### config.mk
export PLATFORM = sky130hd
export DESIGN_NAME = pipeline_hazard_ctrl
export DESIGN_NICKNAME = d
export VERILOG_FILES = /design/src/rtl/pipeline_hazard_ctrl.sv
export SDC_FILE = /design/constraint.sdc
export NUM_CORES = 1
export LEC_CHECK = 0
export CAP_MARGIN = 20
export CORE_MARGIN = 1.5
export CORE_UTILIZATION = 25
export CTS_BUF_LIST = sky130_fd_sc_hd__clkbuf_8
export CTS_CLUSTER_SIZE = 14
export DETAILED_ROUTE_END_ITERATION = 10
export PLACE_DENSITY = 0.47
export SETUP_SLACK_MARGIN = 0.15
export SYNTH_ARGS = -nofsm -noshare
export SYNTH_HDL_FRONTEND = slang
export SYNTH_SLANG_ARGS = --single-unit
### constraint.sdc
create_clock -name clk_i -period 5.8 [get_ports clk_i]
set_input_delay 0.87 -clock clk_i [delete_from_list [all_inputs] [get_ports clk_i]]
set_output_delay 0.87 -clock clk_i [all_outputs]
set_load 0.05 [all_outputs]
### src/rtl/pipeline_hazard_ctrl.sv
// Pipeline register enable/flush sequencing for the 5-stage core:
// load-use stalls, taken-branch flushes, multi-cycle word accesses and halt drain.
module pipeline_hazard_ctrl #(
    parameter int MEM_LATENCY  = 4,
    parameter int DRAIN_CYCLES = 2
) (
    input  logic        clk_i,
    input  logic        reset_i,
    input  logic [4:0]  if_id_rs_i,
    input  logic [4:0]  if_id_rt_i,
    input  logic        if_id_uses_rt_i,
    input  logic        id_ex_mem_to_reg_i,
    input  logic        id_ex_reg_write_i,
    input  logic [4:0]  id_ex_rt_i,
    input  logic        ex_branch_taken_i,
    input  logic        mem_is_mem_inst_i,
    input  logic        mem_is_word_i,
    input  logic        mem_halted_i,
    output logic        pc_en_o,
    output logic        if_id_en_o,
    output logic        id_ex_en_o,
    output logic        ex_mem_en_o,
    output logic        mem_wb_en_o,
    output logic        if_id_flush_o,
    output logic        id_ex_flush_o,
    output logic        halted_o,
    output logic [15:0] stall_count_o,
    output logic [1:0]  state_o
);

    typedef enum logic [1:0] {RUN, MEM_WAIT, DRAIN, HALTED} state_e;

    localparam bit       MEM_MULTI = (MEM_LATENCY > 1);
    localparam logic [3:0] CNT_LOAD = MEM_MULTI ? 4'(MEM_LATENCY - 2) : 4'd0;
    localparam logic [2:0] DCNT_LOAD = 3'(DRAIN_CYCLES - 1);

    state_e      state_q, state_d;
    logic [3:0]  cnt_q, cnt_d;
    logic [2:0]  dcnt_q, dcnt_d;
    logic [15:0] stall_q;
    logic        halted_q;
    logic        advance;
    logic        mem_trig;
    logic        load_use;

    assign mem_trig = MEM_MULTI && mem_is_mem_inst_i && mem_is_word_i;

    // $0 is hard-wired zero, so a load targeting it never creates a dependency.
    assign load_use = id_ex_mem_to_reg_i && id_ex_reg_write_i && (id_ex_rt_i != 5'd0) &&
                      ((id_ex_rt_i == if_id_rs_i) ||
                       (if_id_uses_rt_i && (id_ex_rt_i == if_id_rt_i)));

    always_comb begin
        state_d       = state_q;
        cnt_d         = cnt_q;
        dcnt_d        = dcnt_q;
        advance       = 1'b0;
        pc_en_o       = 1'b0;
        if_id_en_o    = 1'b0;
        id_ex_en_o    = 1'b0;
        ex_mem_en_o   = 1'b0;
        mem_wb_en_o   = 1'b0;
        if_id_flush_o = 1'b0;
        id_ex_flush_o = 1'b0;

        if (reset_i) begin
            if_id_flush_o = 1'b1;
            id_ex_flush_o = 1'b1;
            state_d       = RUN;
            cnt_d         = 4'd0;
            dcnt_d        = 3'd0;
        end else begin
            case (state_q)
                RUN: begin
                    if (mem_trig) begin
                        cnt_d   = CNT_LOAD;
                        state_d = MEM_WAIT;
                    end else begin
                        advance = 1'b1;
                    end
                end
                MEM_WAIT: begin
                    if (cnt_q != 4'd0) begin
                        cnt_d = cnt_q - 4'd1;
                    end else begin
                        advance = 1'b1;
                        state_d = RUN;
                    end
                end
                DRAIN: begin
                    ex_mem_en_o = 1'b1;
                    mem_wb_en_o = 1'b1;
                    if (dcnt_q == 3'd0) state_d = HALTED;
                    else                dcnt_d  = dcnt_q - 3'd1;
                end
                default: ;
            endcase

            if (advance) begin
                if (mem_halted_i) begin
                    ex_mem_en_o   = 1'b1;
                    mem_wb_en_o   = 1'b1;
                    if_id_flush_o = 1'b1;
                    id_ex_flush_o = 1'b1;
                    dcnt_d        = DCNT_LOAD;
                    state_d       = DRAIN;
                end else if (ex_branch_taken_i) begin
                    pc_en_o       = 1'b1;
                    if_id_en_o    = 1'b1;
                    id_ex_en_o    = 1'b1;
                    ex_mem_en_o   = 1'b1;
                    mem_wb_en_o   = 1'b1;
                    if_id_flush_o = 1'b1;
                    id_ex_flush_o = 1'b1;
                end else if (load_use) begin
                    id_ex_en_o    = 1'b1;
                    id_ex_flush_o = 1'b1;
                    ex_mem_en_o   = 1'b1;
                    mem_wb_en_o   = 1'b1;
                end else begin
                    pc_en_o     = 1'b1;
                    if_id_en_o  = 1'b1;
                    id_ex_en_o  = 1'b1;
                    ex_mem_en_o = 1'b1;
                    mem_wb_en_o = 1'b1;
                end
            end
        end
    end

    always_ff @(posedge clk_i) begin
        if (reset_i) begin
            state_q  <= RUN;
            cnt_q    <= 4'd0;
            dcnt_q   <= 3'd0;
            stall_q  <= 16'd0;
            halted_q <= 1'b0;
        end else begin
            state_q  <= state_d;
            cnt_q    <= cnt_d;
            dcnt_q   <= dcnt_d;
            halted_q <= (state_d == HALTED);
            if ((state_q == RUN || state_q == MEM_WAIT) && !pc_en_o && stall_q != 16'hFFFF)
                stall_q <= stall_q + 16'd1;
        end
    end

    assign halted_o      = halted_q && !reset_i;
    assign stall_count_o = stall_q;
    assign state_o       = state_q;

endmodule

==> key figures, run 1 <==
Routing
  – Drt initial violations: 56
  – DRT antenna net count: 0
  – Routed len/inst: 11.55 um
  – DR vias/cell: 4.746
  – Final WL: 3.500 mm
  – Vias after detailed routing: 1438
  – Residual DRC: 0
  – DR pass1 iterations: 4

Place
  – RD Place Congestion: 0.7208
  – Post-DP HPWL: 2.554 mm
  – Port bufs: 49
  – DP Area: 2032 sq um

Synth
  – Ys flop type: dfxtp_1
  – Post-synthesis cell area: 1534 sq um
  – Post-synth EDFFs: 0
  – FFs w/ async S/R, synth: 0%
  – Number of synthesis warnings: 0
  – Post-synth cell types: 41
  – Yosys reg bits: 26
  – Syn_area_per_cell: 8.292 sq um
  – Mapped Cells: 185
  – Post-synthesis sequential area ratio: 33.93%
  – Post-Syn Nets: 214

Global routing
  – Number of global-route vias before repair: 1325
  – Initial antenna violation count: 0
  – Largest net degree at the start of global routing: 30
  – Congestion Overflow GR: 0
  – Total track usage: 11.59%
  – First-pass GRT wire length: 6.030 mm

Setup path
  – CP arrival: 3.23 ns
  – Req. time, crit path: 4.93 ns
  – Worst Path Max Fanout: 3
  – R2R cell count: 7
  – Critical path type: input port to output pin
  – Startpoint types: input port
  – Critical Path End Type: output pin

Floorplan
  – Die area: 6615 sq um
  – I/O Pins: 50
  – Row cnt: 28
  – Die H: 81.33 um
  – Die width: 81.33 um
  – Core ar.: 5921 sq um
  – Starting Density: 25.91%

Timing
  – Final hold slack: 0.5047 ns
  – Final Max Tran Viols: 0
  – Setup TNS: 0 ns
  – Clk_skew: 0.007629 ns
  – Peak Freq: 243.8 MHz
  – Hold Vio Cnt, Final: 0
  – Slew HR: 25.88%
  – # setup viols final: 0
  – Least-Margin Pin Slew: 1.112 ns
  – Period minus WS final: 4.102 ns
  – Final Cycle Share: 70.73%
  – RSZ-0062 raised after global routing: false

Clocking
  – Clock latency on the worst-skew pair: 0.28 ns
  – Root buf cell: clkbuf_8
  – CTS tree: done
  – Total setup buffers inserted after CTS: 0
  – CTS max path bufs: 2
  – CTS buffer count: 3
  – Clock tree sinks: 26
  – Clock H-tree levels: 1
  – Hold Buf Count CTS: 0
  – Clk pin slew, worst setup/hold paths: 0.09 ns
  – Post_cts resized: 0

Pwr
  – Cell area power density: 242.9 nW/um^2
  – Leakage: 0.6922 nW
  – Maximum vdd drop: 0.00009462 V

Layout
  – Nets: 258
  – Ant diodes: 0
  – Most frequent cells in the layout: 49 x clkdlybuf4s50_1, 26 x dfxtp_1, 20 x nor2_1, 20 x a21oi_1
  – Share of layout cells above drive strength 1: 7.456%
  – Final instance area: 2087 sq um
  – P&R area growth vs syn: 36.05%
  – Most common cell after layout, fill and taps aside: clkdlybuf4s50_1

Min path
  – Hold path depth: 2
  – Worst min path class: register to register

Job
  – Number of max-cap violations: 0

Run status
  – Status: finished clean
cells by family (layout without fill, tap and decap cells):
group                    after synthesis  after routing  share of synthesized area, %
multiplexers                           3              3                         2.284
buffers and inverters                 20             63                         8.318
AND/OR/NAND/NOR                       75             75                         26.75
flip-flops                            26             26                         33.93
AO/OA/AOI/OAI                         43             43                         17.21
XOR/XNOR                              13             13                         7.423
adder cells (fa/ha/maj)                5              5                         4.078
flip-flops by register name (all words and copies together) (netlist names):
register	flops
halted_q	1
state_o	2
dcnt_q	3
stall_count_o	16
cnt_q	4
through the flow:
step	instances	utilization [%]	power (mW)	worst slack, ns
finish	303	35.25	0.5069	1.698
global route	303	35.25	0.5371	1.455
CTS	303	35.25	0.5125	1.694
detailed placement	299	34.32	0.3902	1.702
global placement	299	34.32	0.3910	1.692
floorplan	185	-	0.3416	2.137
where the power goes:
group	internal, mW	leakage (nW)	switching [mW]	total [mW]
clock network	0.0609	0.0288	0.0614	0.122
logic	0.0718	0.452	0.104	0.176
registers	0.193	0.212	0.0156	0.209
metal layers:
metal / routed length (um) / share of wire (%) / up-vias / global-route usage, %
met2: 1489 / 43 / 39 / 18.18
met1: 1736 / 50 / 651 / 15.30
met5: 0 / 0 / - / 0
li1: - / - / 743 / -
met4: 60 / 1.7 / 0 / 4.138
met3: 214 / 6.1 / 5 / 2.809
synthesized netlist by cell type, drive strengths merged (5+ instances only):
cell type	instances	area, sq um
xnor2	10	87.58
nand3	7	35.03
dfxtp	26	520.5
inv	9	33.78
ha	5	62.56
nor2	20	75.07
or3	8	55.05
a21oi	20	100.1
o31ai	5	37.54
buf	9	76.31
nand2	10	37.54
or4	6	45.04
o21ai	9	45.04
nand4	6	37.54
critical path, cell delays in order:
cell and delay, ns:
clkdlybuf4s50_1 0.46, or4_1 0.56, o211ai_2 0.19, and2b_2 0.23
o21ai_0 0.14, nand2b_1 0.08, clkdlybuf4s50_1 0.71
worst paths after layout:
path / startpoint / to / slack (ns)
setup / recovery: id_ex_rt_i[1] / id_ex_flush_o / 1.70
hold / removal: dcnt_q[1] / dcnt_q[1] / 0.50
setup reg to reg: stall_count_o[0] / stall_count_o[12] / 2.77
hold reg to reg: dcnt_q[1] / dcnt_q[1] / 0.50
cell type report:
type | instances | area [sq um]
fillers | 641 | 3834
multi-input cells | 139 | 885.9
flip-flops and latches | 26 | 520.5
repair buffers | 50 | 498.0
well taps | 75 | 93.84
clock buffers | 4 | 55.05
inverters | 9 | 33.78
(Power assumes the default switching activity.)
==> inputs of run 2 (changes only) <==
==> constraint.sdc (replaced) <==
create_clock -name clk_i -period 4 [get_ports clk_i]
set_input_delay 0.6 -clock clk_i [delete_from_list [all_inputs] [get_ports clk_i]]
set_output_delay 0.6 -clock clk_i [all_outputs]
set_load 0.05 [all_outputs]
==> run 2 against run 1 <==
Effect of this change:
- sequential cell count did not move
- sequential share of layout area grew 0.075 points
- first-iteration DRC count fell by 18%
- cell count did not move
- die area stayed put
==> key figures, run 2 (same netlist as run 1, synthesis figures left out) <==
Setup path
  – Critical Path End Type: output pin
  – Crit path top cell by count: clkdlybuf4s50_1
  – Worst Path Max Fanout: 3
  – Critical path cell sequence: clkdlybuf4s50_1, or4_1, o211ai_2, and2b_2, o21ai_0, nand2b_1, clkdlybuf4s50_1
  – Slowest stage cell, crit path: clkdlybuf4s50_1
  – Critical path type: input port to output pin
  – Startpoint types: input port
  – CP max stage delay: 0.70 ns
  – Crit path buf inv count: 2
  – CP arrival: 2.96 ns
  – Kind of cell adding the most delay to the critical path: buffers and inverters
  – Req. time, crit path: 3.40 ns

Timing
  – Clk_skew: 0.001640 ns
  – Setup TNS: 0 ns
  – Slew HR: 58.46%
  – Period minus WS final: 3.563 ns
  – Final hold slack: 0.5036 ns
  – RSZ-0062 raised after global routing: false
  – Least-Margin Pin Slew: 0.6231 ns
  – Peak Freq: 280.7 MHz
  – Final Max Tran Viols: 0
  – Hold Vio Cnt, Final: 0
  – # setup viols final: 0
  – Final Cycle Share: 89.07%

Place
  – Port bufs: 49
  – Post-DP HPWL: 2.635 mm
  – Cell count after placement: 300
  – RD Place Congestion: 0.7077

Layout
  – Max reg flops: 16
  – Fillcell total: 649
  – Share of layout cells above drive strength 1: 7.456%
  – Most common cell after layout, fill and taps aside: clkdlybuf4s50_1
  – Nets: 259
  – P&R area growth vs syn: 35.64%
  – Finished Layout Cells: 303
  – Ant diodes: 0
  – Most frequent cells in the layout: 49 x clkdlybuf4s50_1, 26 x dfxtp_1, 20 x nor2_1, 20 x a21oi_1

Floorplan
  – I/O Pins: 50
  – Die width: 81.33 um
  – Die H: 81.33 um
  – Die area: 6615 sq um
  – Starting Density: 25.91%
  – Core ar.: 5921 sq um
  – Row cnt: 28

Pwr
  – Cell area power density: 339.0 nW/um^2
  – Leakage: 0.6900 nW
  – Maximum vdd drop: 0.0001260 V

Routing
  – Met3 Routed Length: 191 um
  – Max layer used: met4
  – Final WL: 3.508 mm
  – Met1 WL: 1.745 mm
  – Vias after detailed routing: 1385
  – Residual DRC: 0
  – DR vias/cell: 4.571
  – Drt initial violations: 46
  – DRT antenna net count: 0
  – DR pass1 iterations: 4
  – Met2 WL: 1.520 mm
  – Routed len/inst: 11.58 um

Global routing
  – Initial antenna violation count: 0
  – Number of global-route vias before repair: 1301
  – Congestion Overflow GR: 0
  – Total track usage: 11.23%
  – Largest net degree at the start of global routing: 27
  – First-pass GRT wire length: 5.940 mm

Clocking
  – Root buf cell: clkbuf_8
  – Clock H-tree levels: 1
  – Total setup buffers inserted after CTS: 0
  – Post_cts resized: 0
  – Hold Buf Count CTS: 0
  – CTS tree: done
  – Clock tree sinks: 26
  – Clk pin slew, worst setup/hold paths: 0.09 ns
  – CTS max path bufs: 2
  – CTS buffer count: 3
  – Clock latency on the worst-skew pair: 0.26 ns

Run status
  – Status: finished clean

Job
  – Number of max-cap violations: 0

Min path
  – Worst min path class: register to register
==> run 2: cell types whose count changed in the layout (fill, tap and decap cells not counted) <==
cell      before  now
buf_4          1    2
clkbuf_8       4    3
==> run 2: path summary, 6_finish.rpt <==
kind / slack [ns] / startpoint / to / cells after the start
worst min-delay path: 0.50 / dcnt_q[1] / dcnt_q[1] / 2
worst max register to register: 1.26 / stall_count_o[0] / stall_count_o[7] / 8
worst max-delay path: 0.44 / id_ex_rt_i[1] / id_ex_flush_o / 7
worst min register to register: 0.50 / dcnt_q[1] / dcnt_q[1] / 2
==> run 2: worst reg2reg max path, delay by kind of cell, from the launching register on <==
| family | cells | cell delay [ns] |
|---|---|---|
| AO/OA/AOI/OAI | 2 | 0.61 |
| buffers and inverters | 1 | 0.31 |
| flip-flops | 1 | 0.41 |
| adder cells (fa/ha/maj) | 1 | 0.20 |
| AND/OR/NAND/NOR | 4 | 1.09 |
==> run 2: power breakdown <==
part           leakage [nW]  switching (mW)  total (mW)  internal, mW
registers             0.212          0.0224       0.302         0.280
clock network        0.0216          0.0778       0.145        0.0674
logic                 0.457           0.152       0.258         0.106
total                 0.690           0.252       0.705         0.453
==> run 2: routing by layer <==
metal  vias to the layer above  GRT usage (%)
met5                         -              0
met4                         0          4.138
met3                         4          2.247
met2                        35          17.52
met1                       598          15.17
li1                        748              -
==> run 2: layout make-up <==
class	count	area, sq um	area share [%]
Clock buffer	3	41.29	1.984
Timing Repair Buffer	51	505.5	24.29
Inverter	9	33.78	1.624
Multi-Input combinational cell	139	885.9	42.57
Sequential cell	26	520.5	25.01
Tap cell	75	93.84	4.510
==> run 2: metrics by stage <==
stage	power, mW	area, sq um	setup slack [ns]	util, %
final	0.7054	2081	0.4371	35.14
after global routing	0.7535	2081	0.2516	35.14
after CTS	0.7198	2081	0.4170	35.14
after detailed placement	0.5686	2039	0.4295	34.45
after global placement	0.5691	2039	0.4306	34.45
after floorplan	0.4953	1534	0.8769	-
